### config.mk
export PLATFORM = sky130hd
export DESIGN_NAME = shift_receiver
export DESIGN_NICKNAME = d
export VERILOG_FILES = /design/src/rtl/shift_receiver_pkg.sv /design/src/rtl/shift_in_register.sv /design/src/rtl/shift_receiver.sv
export SDC_FILE = /design/constraint.sdc
export NUM_CORES = 1
export LEC_CHECK = 0
export ABC_CLOCK_PERIOD_IN_PS = 2400
export BUFFER_PORTS_ARGS = -buffer_cell sky130_fd_sc_hd__buf_2
export CORE_UTILIZATION = 57
export CTS_CLUSTER_DIAMETER = 60
export DETAILED_ROUTE_END_ITERATION = 16
export PLACE_DENSITY = 0.89
export SETUP_SLACK_MARGIN = 0.5
export SLEW_MARGIN = 5
export SYNTH_ARGS = -nofsm -noshare
export SYNTH_HDL_FRONTEND = slang
export SYNTH_SLANG_ARGS = --single-unit
### constraint.sdc
create_clock -name clock -period 2.4 [get_ports clock]
set_input_delay 0.48 -clock clock [delete_from_list [all_inputs] [get_ports clock]]
set_output_delay 0.48 -clock clock [all_outputs]
set_load 0.005 [all_outputs]
### src/rtl/shift_receiver_pkg.sv
// Shared definitions for the serial frame receiver: FSM state encoding.
package shift_receiver_pkg;

  typedef enum logic [1:0] {
    IDLE = 2'd0,
    DATA = 2'd1,
    STOP = 2'd2
  } state_t;

endpackage

### src/rtl/shift_in_register.sv
// Serial-to-parallel shift register with bit counter; last_bit marks the final data bit slot.
module shift_in_register #(
  parameter int DATA_BITS = 8,
  parameter int LSB_FIRST = 1
) (
  input  logic                 clock,
  input  logic                 reset,
  input  logic                 shift_en,
  input  logic                 clear,
  input  logic                 serial_bit,
  output logic [DATA_BITS-1:0] word,
  output logic                 last_bit
);

  localparam int unsigned CW = $clog2(DATA_BITS);

  logic [CW-1:0] count;

  assign last_bit = (count == CW'(DATA_BITS - 1));

  // clear only rewinds the counter; every data bit overwrites the word anyway
  always_ff @(posedge clock or negedge reset) begin
    if (!reset) begin
      count <= '0;
      word  <= '0;
    end else if (clear) begin
      count <= '0;
    end else if (shift_en) begin
      count <= count + CW'(1);
      if (LSB_FIRST != 0) word <= {serial_bit, word[DATA_BITS-1:1]};
      else                word <= {word[DATA_BITS-2:0], serial_bit};
    end
  end

endmodule

### src/rtl/shift_receiver.sv
// Strobed serial frame receiver: start/data/stop FSM with a one-deep Valid/Ready output register.
module shift_receiver
  import shift_receiver_pkg::*;
#(
  parameter int DATA_BITS = 8,
  parameter int LSB_FIRST = 1
) (
  input  logic                 clock,
  input  logic                 reset,
  input  logic                 SerialIn,
  input  logic                 BitStrobe,
  input  logic                 Ready,
  input  logic                 ClearFlags,
  output logic [DATA_BITS-1:0] Data_OUT,
  output logic                 Valid,
  output logic                 Busy,
  output logic                 FrameError,
  output logic                 Overrun
);

  state_t               state;
  logic [DATA_BITS-1:0] word;
  logic                 last_bit;
  logic                 clear;
  logic                 shift_en;
  logic                 frame_done;
  logic                 frame_bad;
  logic                 overrun_set;

  assign clear       = (state == IDLE) && BitStrobe && !SerialIn;
  assign shift_en    = (state == DATA) && BitStrobe;
  assign frame_done  = (state == STOP) && BitStrobe && SerialIn;
  assign frame_bad   = (state == STOP) && BitStrobe && !SerialIn;
  assign overrun_set = frame_done && Valid && !Ready;
  assign Busy        = (state != IDLE);

  shift_in_register #(
    .DATA_BITS (DATA_BITS),
    .LSB_FIRST (LSB_FIRST)
  ) u_shift (
    .clock      (clock),
    .reset      (reset),
    .shift_en   (shift_en),
    .clear      (clear),
    .serial_bit (SerialIn),
    .word       (word),
    .last_bit   (last_bit)
  );

  always_ff @(posedge clock or negedge reset) begin
    if (!reset) begin
      state      <= IDLE;
      Data_OUT   <= '0;
      Valid      <= 1'b0;
      FrameError <= 1'b0;
      Overrun    <= 1'b0;
    end else begin
      FrameError <= frame_bad;

      if (BitStrobe) begin
        unique case (state)
          IDLE:    if (!SerialIn) state <= DATA;
          DATA:    if (last_bit)  state <= STOP;
          STOP:    state <= IDLE;
          default: state <= IDLE;
        endcase
      end

      // A completing frame either loads (slot free or being consumed) or is dropped
      if (frame_done && (!Valid || Ready)) begin
        Data_OUT <= word;
        Valid    <= 1'b1;
      end else if (Valid && Ready) begin
        Valid    <= 1'b0;
      end

      if (overrun_set)     Overrun <= 1'b1;
      else if (ClearFlags) Overrun <= 1'b0;
    end
  end

endmodule

==> summary.md, run 1 <==
Row generation in the floorplan step produced 14 rows. The worst pin sits at a relative slew slack of 63.5%. Along the worst path, the maximum fanout reaches 8. Quantity of I/O buffers inserted on ports: 17. The tools report the launch point of the worst reg-to-reg path as state[0]. The run finished with clean final reports. The top cell types in the final layout, fill and taps aside, are 24 x sky130_fd_sc_hd__dfrtp_1, 17 x sky130_fd_sc_hd__buf_2, 8 x sky130_fd_sc_hd__mux2_2, 8 x sky130_fd_sc_hd__mux2_4. The number of different library cells used by synthesis comes to 22.

The root buffer cell was sky130_fd_sc_hd__clkbuf_4. The floorplan step defined a die boundary enclosing 0.00195 mm2. Setup violations remaining at the end of the flow were counted as 0.

The clock arrives with 0.0113 ns of skew. Across all setup checks in the final design, the least slack found is 0.665 ns. The number of gates resized after CTS was 0. The largest net degree at the start of global routing came out at 25. The register-to-register setup slack is 0.73 ns.

The post-route netlist has 49.4% of its cells at a drive strength greater than 1. The global-route wire length before repair was 2820 um; the period utilization was 72.3%. The tools report the depth of the CTS H-tree as 1.

For the final routed database, the setup TNS stands at 0 ns. TritonCTS built the clock tree. After detailed routing, the wire length on met1 is 706 um.

The number of clock buffers inserted by TritonCTS is 3, and the number of cells after detailed placement is 99. 18 I/O pins were placed. For the worst setup path, the data arrival time is 1.25 ns. The number of endpoints with negative hold slack in the final report was 0; the remaining antenna violation count was 0. Routed signal wires occupy layers up through met4.

Once layout is complete, the cells apart from fillers number 103. Data on the critical path is required at its endpoint by 1.92 ns. The total vias in the final route came out at 599. For the clock latency of the later-clocked register in the worst-skew pair, the log shows 0.31 ns. The number of remaining DRC errors was 0. Leaving out fill and tap cells, the most frequent cell in the layout is sky130_fd_sc_hd__dfrtp_1.

For the first-iteration detailed-routing DRC count, the log shows 4. The critical path is of the flip-flop to primary output type. For the count of antenna diodes in the layout, the log shows 0. Wire segments on met3 add up to 69 um in the final route.

The initial utilization of the core area, before any placement, comes to 64.1%. No sink is reached through more buffers than the 2 on the longest clock path. Relative to the synthesized area, the layout overhead comes to 13.7%.

Minimum clock period: 1.73 ns. The kind of end point of the critical path was a primary output. The number of post-CTS setup repair buffers came out at 0. For this run the aggregate overflow at the end of global routing stands at 0. The static leakage is 0.000605 uW, and the count of mapped cells out of synthesis is 68. Critical register-to-register path endpoint: Data_OUT[7].

The core region area was 0.00158 mm2. Detailed placement ended at an HPWL of 1160 um. The met2 wirelength from detailed routing was 868 um; the routed length per placed instance was 16.3 um. The tree built by TritonCTS fans out to 24 sinks.

Setup repair after global routing left no endpoint under its margin. The total power divided by cell area was 1080 mW/mm2. The tools report the via count of the first global-routing pass as 610. Routability-driven placement finished with a final weighted congestion of 0.704.

The average instance in the mapped netlist occupies 14.9 um2. The depth of the worst register-to-register path came out at 3. The worst setup path is launched from a flip-flop.

The run gives 0 as the number of antenna violations at the first check in global routing. Across the VDD grid, the largest voltage drop is 0.000639 V. Based on the critical path, the design can be clocked at up to 0.576 GHz.

Using the TritonRoute via totals, the vias-per-cell ratio works out to 5.82. Clock-pin slew was measured on the worst setup and hold paths at 0.13 ns. The number of storage elements in the synthesis netlist came out at 24. The iteration count of the initial detailed-routing pass is 5, and the number of nets in the layout is 96. The floorplan step set the die height to 44.1 um. For the number of violations of the max-capacitance limit, the log shows 0. The min-delay analysis places its worst path in the category input pin to asynchronous set/reset pin. For the hold buffer count at CTS, the log shows 0. The logs give 0 for the Yosys warning count and 76 for the number of nets in the synthesized netlist.

The pre-CTS setup slack is 0.641 ns. The floorplan step set the die width to 44.1 um. The share of the Yosys chip area taken by registers is 59.4%. The slew at the pin closest to its max-slew limit is 0.545 ns, and the number of max-slew violations in the final report is 0.

For the wire length after detailed routing, the log shows 1680 um. For this run, the total global-route usage over all layers was measured as 20.8%. Fill cells in the final layout number 111. The tools report the combined area of all synthesized cells as 0.00101 mm2.
==> worst max path at each step <==
stage / startpoint / endpoint / slack, ns / cells past startpoint
5_1_grt: state[1] / Busy / 0.60 / 2
4_1_cts: state[1] / Busy / 0.67 / 2
6_report: state[1] / Busy / 0.67 / 2
3_5_place_dp: BitStrobe / Data_OUT[3] / 0.64 / 4
3_3_place_gp: BitStrobe / Data_OUT[7] / 0.68 / 4
2_1_floorplan: state[0] / Data_OUT[0] / 1.06 / 4
==> cells in the mapped netlist <==
library cell	instances	area [um2]
sky130_fd_sc_hd__a22o_1	2	17.5
sky130_fd_sc_hd__nand4b_2	1	15.0
sky130_fd_sc_hd__nor2b_1	1	6.26
sky130_fd_sc_hd__nand2b_1	1	6.26
sky130_fd_sc_hd__buf_6	1	11.3
sky130_fd_sc_hd__o21ai_0	3	15.0
sky130_fd_sc_hd__buf_4	1	7.51
sky130_fd_sc_hd__nand2_1	3	11.3
sky130_fd_sc_hd__and4_2	1	10.0
sky130_fd_sc_hd__a31oi_1	1	6.26
sky130_fd_sc_hd__ha_1	2	25.0
sky130_fd_sc_hd__and2b_2	1	8.76
sky130_fd_sc_hd__o22ai_1	2	12.5
sky130_fd_sc_hd__inv_1	3	11.3
sky130_fd_sc_hd__mux2_2	8	90.1
sky130_fd_sc_hd__mux2_4	8	120
sky130_fd_sc_hd__nand3_1	1	5.00
sky130_fd_sc_hd__dfrtp_1	24	601
sky130_fd_sc_hd__mux2i_1	1	10.0
sky130_fd_sc_hd__nor2_2	1	6.26
sky130_fd_sc_hd__nor2b_2	1	8.76
sky130_fd_sc_hd__or2_2	1	6.26
==> flip-flops by register name, summed over array words and instances, names as in the netlist <==
name	cells
Overrun	1
u_shift.count	3
FrameError	1
Data_OUT	8
state	2
u_shift.word	8
Valid	1
==> cell type report <==
| class | instances | area, um2 | share of cell area, % |
|---|---|---|---|
| clock buffer | 3 | 22.5 | 1.96 |
| clock inverter | 1 | 30.0 | 2.61 |
| inverter | 3 | 11.3 | 0.979 |
| multi-input combinational | 39 | 380 | 33.1 |
| sequential | 24 | 601 | 52.2 |
| tap | 16 | 20.0 | 1.74 |
| timing repair buffer | 17 | 85.1 | 7.40 |
==> metrics by stage <==
step           power (uW)  cell area [um2]  hold slack [ns]  util [%]
2_1_floorplan         854             1010            0.184         -
3_3_place_gp          927             1100            0.473      69.6
3_5_place_dp          957             1100            0.473      69.6
4_1_cts              1240             1150            0.125      72.9
5_1_grt              1310             1150            0.155      72.9
6_report             1240             1150            0.110      72.9
==> power breakdown <==
part,leakage [uW],switching [uW],internal (uW)
clock,0.0000279,116,169
sequential,0.000311,100,530
combinational,0.000265,126,196
==> kinds of logic after synthesis <==
kind of cell / share of synthesized area [%]
multiplexers: 21.8
AO/OA/AOI/OAI: 5.07
buffers and inverters: 2.97
flip-flops: 59.4
AND/OR/NAND/NOR: 8.29
adder cells (fa/ha/maj): 2.47
==> critical path: stages (launching register included) <==
cell and delay (ns):
sky130_fd_sc_hd__dfrtp_1 0.51, sky130_fd_sc_hd__or2_2 0.33, sky130_fd_sc_hd__buf_2 0.12
==> metal layers <==
metal | vias to the layer above | global-route usage [%]
met3 | 4 | 4.08
met2 | 18 | 35.0
met1 | 296 | 25.3
met5 | - | 0
met4 | 0 | 10.9
li1 | 281 | -
(Power assumes the default switching activity.)
==> run 2: changes to the inputs <==
--- a/config.mk
+++ b/config.mk
@@ -5,12 +5,13 @@
 export SDC_FILE = /design/constraint.sdc
 export NUM_CORES = 1
 export LEC_CHECK = 0
-export ABC_CLOCK_PERIOD_IN_PS = 2400
+export ABC_AREA = 1
+export ABC_CLOCK_PERIOD_IN_PS = 1400
 export BUFFER_PORTS_ARGS = -buffer_cell sky130_fd_sc_hd__buf_2
-export CORE_UTILIZATION = 57
+export CORE_UTILIZATION = 47
 export CTS_CLUSTER_DIAMETER = 60
 export DETAILED_ROUTE_END_ITERATION = 16
-export PLACE_DENSITY = 0.89
+export PLACE_DENSITY = 0.8
 export SETUP_SLACK_MARGIN = 0.5
 export SLEW_MARGIN = 5
 export SYNTH_ARGS = -nofsm -noshare
==> constraint.sdc (replaced) <==
create_clock -name clock -period 1.4 [get_ports clock]
set_input_delay 0.28 -clock clock [delete_from_list [all_inputs] [get_ports clock]]
set_output_delay 0.28 -clock clock [all_outputs]
set_load 0.005 [all_outputs]
==> run 2 against run 1 <==
Flip-flop and latch count unchanged. Combinational power rose by 71%. Sequential power up 54%. Highest routed layer unchanged. Hold slack improved by 0.075 ns. Largest cell class unchanged. Non-clock buffer count is 19 higher. Synthesized cell count up 57%.
==> summary.md, run 2 <==
Number of violations of the max-capacitance limit: 0 (unchanged). The required time reported for the critical path endpoint was 1.12 ns (was 1.92 ns). CP cell instances: nor2_4 -> inv_1 -> buf_2 (was or2_2 -> buf_2).

The deepest clock path buffer count is 2 (unchanged). Detail-routed via count per cell: 5.01 (was 5.82). The met1 usage came out at 22.9% (was 25.3%). Sort of element at the start of the critical path: a flip-flop (unchanged).

The tools report the met3 track demand over resource in global routing as 3.33% (was 4.08%). Count of mapped cells out of synthesis: 107 (was 68). Cell at the slowest stage of the critical path: sky130_fd_sc_hd__dfrtp_2 (was sky130_fd_sc_hd__dfrtp_1).

For the Yosys warning count, the log shows 0 (unchanged). Registers with the most flip-flops: Data_OUT x8, u_shift.word x8, u_shift.count x3 (unchanged). The run gives 16 (was 14) as the count of standard-cell rows. The run gives 24 (unchanged) as the total clock sinks. Setup repair after global routing could not meet its margin everywhere.

Counting instances, the worst hold path has a depth of 4. The relative slew slack is 73.7% (was 63.5%). The routed length per placed instance works out to 11.7 um (was 16.3 um). TritonCTS built the clock tree.

For the core region area, the log shows 0.00198 mm2 (was 0.00158 mm2). The post-synthesis area per instance was 9.34 um2 (was 14.9 um2); the top fanout value on the critical path was 2 (was 8). The final worst hold slack was 0.184 ns (was 0.110 ns). The quantity of I/O buffers inserted on ports was 17 (unchanged). Portion of synthesized cell area occupied by the leading cell type: 60.1% (was 59.4%).

The tools report the end point of the most critical hold path as Overrun. Static timing analysis puts the maximum clock frequency at 0.759 GHz. The critical register-to-register path endpoint is Data_OUT[3] (was Data_OUT[7]).

For the number of endpoints with negative hold slack in the final report, the log shows 0 (unchanged). Most frequent cell after synthesis: sky130_fd_sc_hd__nand2_1 (was sky130_fd_sc_hd__dfrtp_1). Register-to-register setup slack: 0.15 ns (was 0.73 ns).

The number of max-slew violations in the final report is 0 (unchanged), and the number of library cell types mapped by synthesis is 18 (was 22). The slew at the pin closest to its max-slew limit is 0.393 ns (was 0.545 ns). The arrival time at the worst endpoint came out at 1.04 ns (was 1.25 ns).

The depth of the worst register-to-register path was 5 (was 3); the relative area change from synthesis to final layout was 41.9% (was 13.7%). Cells taking the most area after synthesis: sky130_fd_sc_hd__dfrtp_1 60%, sky130_fd_sc_hd__nand2_1 15%, sky130_fd_sc_hd__nand4_1 5.0%, sky130_fd_sc_hd__inv_1 3.8%, sky130_fd_sc_hd__o21ai_0 3.5% (was sky130_fd_sc_hd__dfrtp_1 59%, sky130_fd_sc_hd__mux2_4 12%, sky130_fd_sc_hd__mux2_2 8.9%, sky130_fd_sc_hd__ha_1 2.5%, sky130_fd_sc_hd__a22o_1 1.7%). For the aggregate global-route resource usage, the log shows 18.1% (was 20.8%).

The CTS clock-pin slew for the worst setup and hold paths was 0.13 ns (about the same). The number of storage elements in the synthesis netlist is 24 (unchanged). The tools report the launch point of the worst reg-to-reg path as state[0] (unchanged). The share of final-layout standard cells stronger than drive strength 1 is 44.1% (was 49.4%). The tools report the worst setup skew after layout as 0.00683 ns (was 0.0113 ns). For the count of antenna diodes in the layout, the log shows 0 (unchanged). The global-route wire length before repair was 2910 um (was 2820 um).

Dominant register cell in the synthesized netlist: sky130_fd_sc_hd__dfrtp_1 (unchanged). The via count of the first global-routing pass is 731 (was 610). The kind of end point of the critical path was a primary output (unchanged). The total power divided by cell area is 1330 mW/mm2 (was 1080 mW/mm2).

For the area enclosed by the die boundary, the log shows 0.00232 mm2 (was 0.00195 mm2). The post-DP HPWL is 1180 um (was 1160 um). For the number of clock buffers inserted by TritonCTS, the log shows 3 (unchanged). For the iteration count of the initial detailed-routing pass, the log shows 5 (unchanged). Critical path class: flip-flop to primary output (unchanged). The final weighted congestion in routability-driven placement was 0.819 (was 0.704).

Cell taking the most area after synthesis: sky130_fd_sc_hd__dfrtp_1 (unchanged). The most common cell after layout, fill and taps aside is sky130_fd_sc_hd__nand2_1 (was sky130_fd_sc_hd__dfrtp_1). Number of filler instances in the final layout: 127 (was 111). The number of nets in the layout was 154 (was 96); the number of nets in the synthesized netlist was 115 (was 76). The path type of the worst min-delay path is input pin to flip-flop (was input pin to asynchronous set/reset pin). The static leakage is 0.000759 uW (was 0.000605 uW).

The combined area of all synthesized cells is 1000 um2 (was 0.00101 mm2). The vertical extent of the die came out at 48.1 um (was 44.1 um). The tools report the wire length after detailed routing as 2010 um (was 1680 um). Top cells by instance count after synthesis: 39 x sky130_fd_sc_hd__nand2_1, 24 x sky130_fd_sc_hd__dfrtp_1, 10 x sky130_fd_sc_hd__inv_1 (was 24 x sky130_fd_sc_hd__dfrtp_1, 8 x sky130_fd_sc_hd__mux2_2, 8 x sky130_fd_sc_hd__mux2_4).

The number of remaining DRC errors is 0 (unchanged), and the peak per-stage delay on the critical path is 0.45 ns (was 0.51 ns). The maximum ir drop on the vdd rail is 0.000842 V (was 0.000639 V), and the largest net degree at the start of global routing is 25 (unchanged). The tools report the sequential element share of the synthesized area as 60.1% (was 59.4%). Most frequent cells in the layout: 30 x sky130_fd_sc_hd__nand2_1, 22 x sky130_fd_sc_hd__dfrtp_1, 16 x sky130_fd_sc_hd__buf_2, 11 x sky130_fd_sc_hd__buf_4, 9 x sky130_fd_sc_hd__nand2_2 (was 24 x sky130_fd_sc_hd__dfrtp_1, 17 x sky130_fd_sc_hd__buf_2, 8 x sky130_fd_sc_hd__mux2_2, 8 x sky130_fd_sc_hd__mux2_4). The depth of the CTS H-tree is 1 (unchanged), and the setup violation total in the final timing report is 0 (unchanged). The root buffer cell is sky130_fd_sc_hd__clkbuf_4 (unchanged). The number of flops mapped to enable cells by yosys was 0 (unchanged); the minimum clock period was 1.32 ns. Global-route congestion overflow total: 0 (unchanged). The chip width works out to 48.1 um (was 44.1 um).

In the finished design, the share of the clock period the worst path needs comes to 94.2%. The run finished with clean final reports. The worst hold path begins at ClearFlags.

The first-iteration detailed-routing DRC count is 21 (was 4), and the number of antenna violations at the first check in global routing is 0 (unchanged). Clock latency of the later-clocked register in the worst-skew pair: 0.31 ns (about the same). The launching instance or port of the critical path is state[1] (unchanged). The I/O pin total came out at 18 (unchanged). The run gives 0 ns (unchanged) as the sum of negative setup slack. The met2 track demand over resource is 31.1% (was 35.0%), and the total vias in the final route is 862 (was 599). Share of flip-flops with an asynchronous set or reset after synthesis: 100% (unchanged).

Peak-usage layer in the global routing report: met2 (unchanged). The remaining antenna violation count is 0 (unchanged), and the starting density of the core is 50.4% (was 64.1%).
==> run 2: cell count changes in the layout (fill, tap and decap cells not counted), moves of 4 or more <==
| cell | previous run | this run |
|---|---|---|
| sky130_fd_sc_hd__nand2_1 | 3 | 30 |
| sky130_fd_sc_hd__buf_4 | 0 | 11 |
| sky130_fd_sc_hd__nand2_2 | 0 | 9 |
| sky130_fd_sc_hd__mux2_2 | 8 | 0 |
| sky130_fd_sc_hd__mux2_4 | 8 | 0 |
| sky130_fd_sc_hd__nand4_1 | 0 | 8 |
| sky130_fd_sc_hd__buf_6 | 0 | 6 |
| sky130_fd_sc_hd__inv_1 | 3 | 8 |
| sky130_fd_sc_hd__o21ai_1 | 0 | 5 |
| sky130_fd_sc_hd__nand3_1 | 1 | 5 |
==> run 2: through the flow <==
stage | std cells | total power [uW] | instance area (um2) | setup WS [ns] | util [%]
after global placement | 148 | 1300 | 1130 | 0.278 | 56.9
after detailed placement | 148 | 1330 | 1130 | 0.262 | 56.9
after global routing | 172 | 2010 | 1420 | 0.0394 | 71.6
final | 172 | 1880 | 1420 | 0.0819 | 71.6
after floorplan | 107 | 1220 | 1030 | 0.383 | -
after CTS | 168 | 1820 | 1320 | 0.0883 | 66.7
==> run 2: worst max-delay path: cells and delay by family, from the launching register on <==
family / cells / cell delay [ns]
buffers and inverters: 2 / 0.15
DFF: 1 / 0.45
and+or+nand+nor: 1 / 0.12
==> run 2: per-layer routing <==
layer	vias up	share of wire, %
met4	0	1.6
met1	405	44
met2	27	50
li1	424	-
met3	6	4.2
met5	-	0
==> run 2: area by class of cell <==
class	instances	area, um2	share of cell area, %
Sequential cell	24	603	42.5
Multi-Input combinational cell	69	418	29.5
Timing Repair Buffer	36	268	18.9
Inverter	11	51.3	3.62
Clock buffer	4	36.3	2.56
Tap cell	27	33.8	2.38
Timing Repair inverter	1	8.76	0.617
==> run 2: worst max path at each step <==
stage,to,cells past startpoint
5_1_grt,Busy,3
3_3_place_gp,Data_OUT[1],6
4_1_cts,Busy,3
2_1_floorplan,state[0],7
6_report,Busy,3
3_5_place_dp,Data_OUT[1],6
==> run 2: logic make-up (layout without fill, tap and decap cells) <==
group	Yosys count	in the layout	synth area share, %
buffers and inverters	14	52	5.38
AND/OR/NAND/NOR	58	58	27.4
AO/OA/AOI/OAI	9	9	4.63
adder cells (fa/ha/maj)	2	2	2.50
flip-flops	24	24	60.1
==> run 2: power by group <==
group	switching [uW]	total, uW	internal [uW]
clock network	201	360	159
logic	287	552	265
registers	117	968	851
==> run 2: repair_timing <==
action / CTS / global route
hold endpoints to repair: 24 / 0
endpoints found under the setup margin: 35 / 60
pin swaps: 6 / 4
resized for setup: 9 / 23
setup buffers: 14 / 4
hold buffers: 1 / 0
gates cloned: 1 / 0
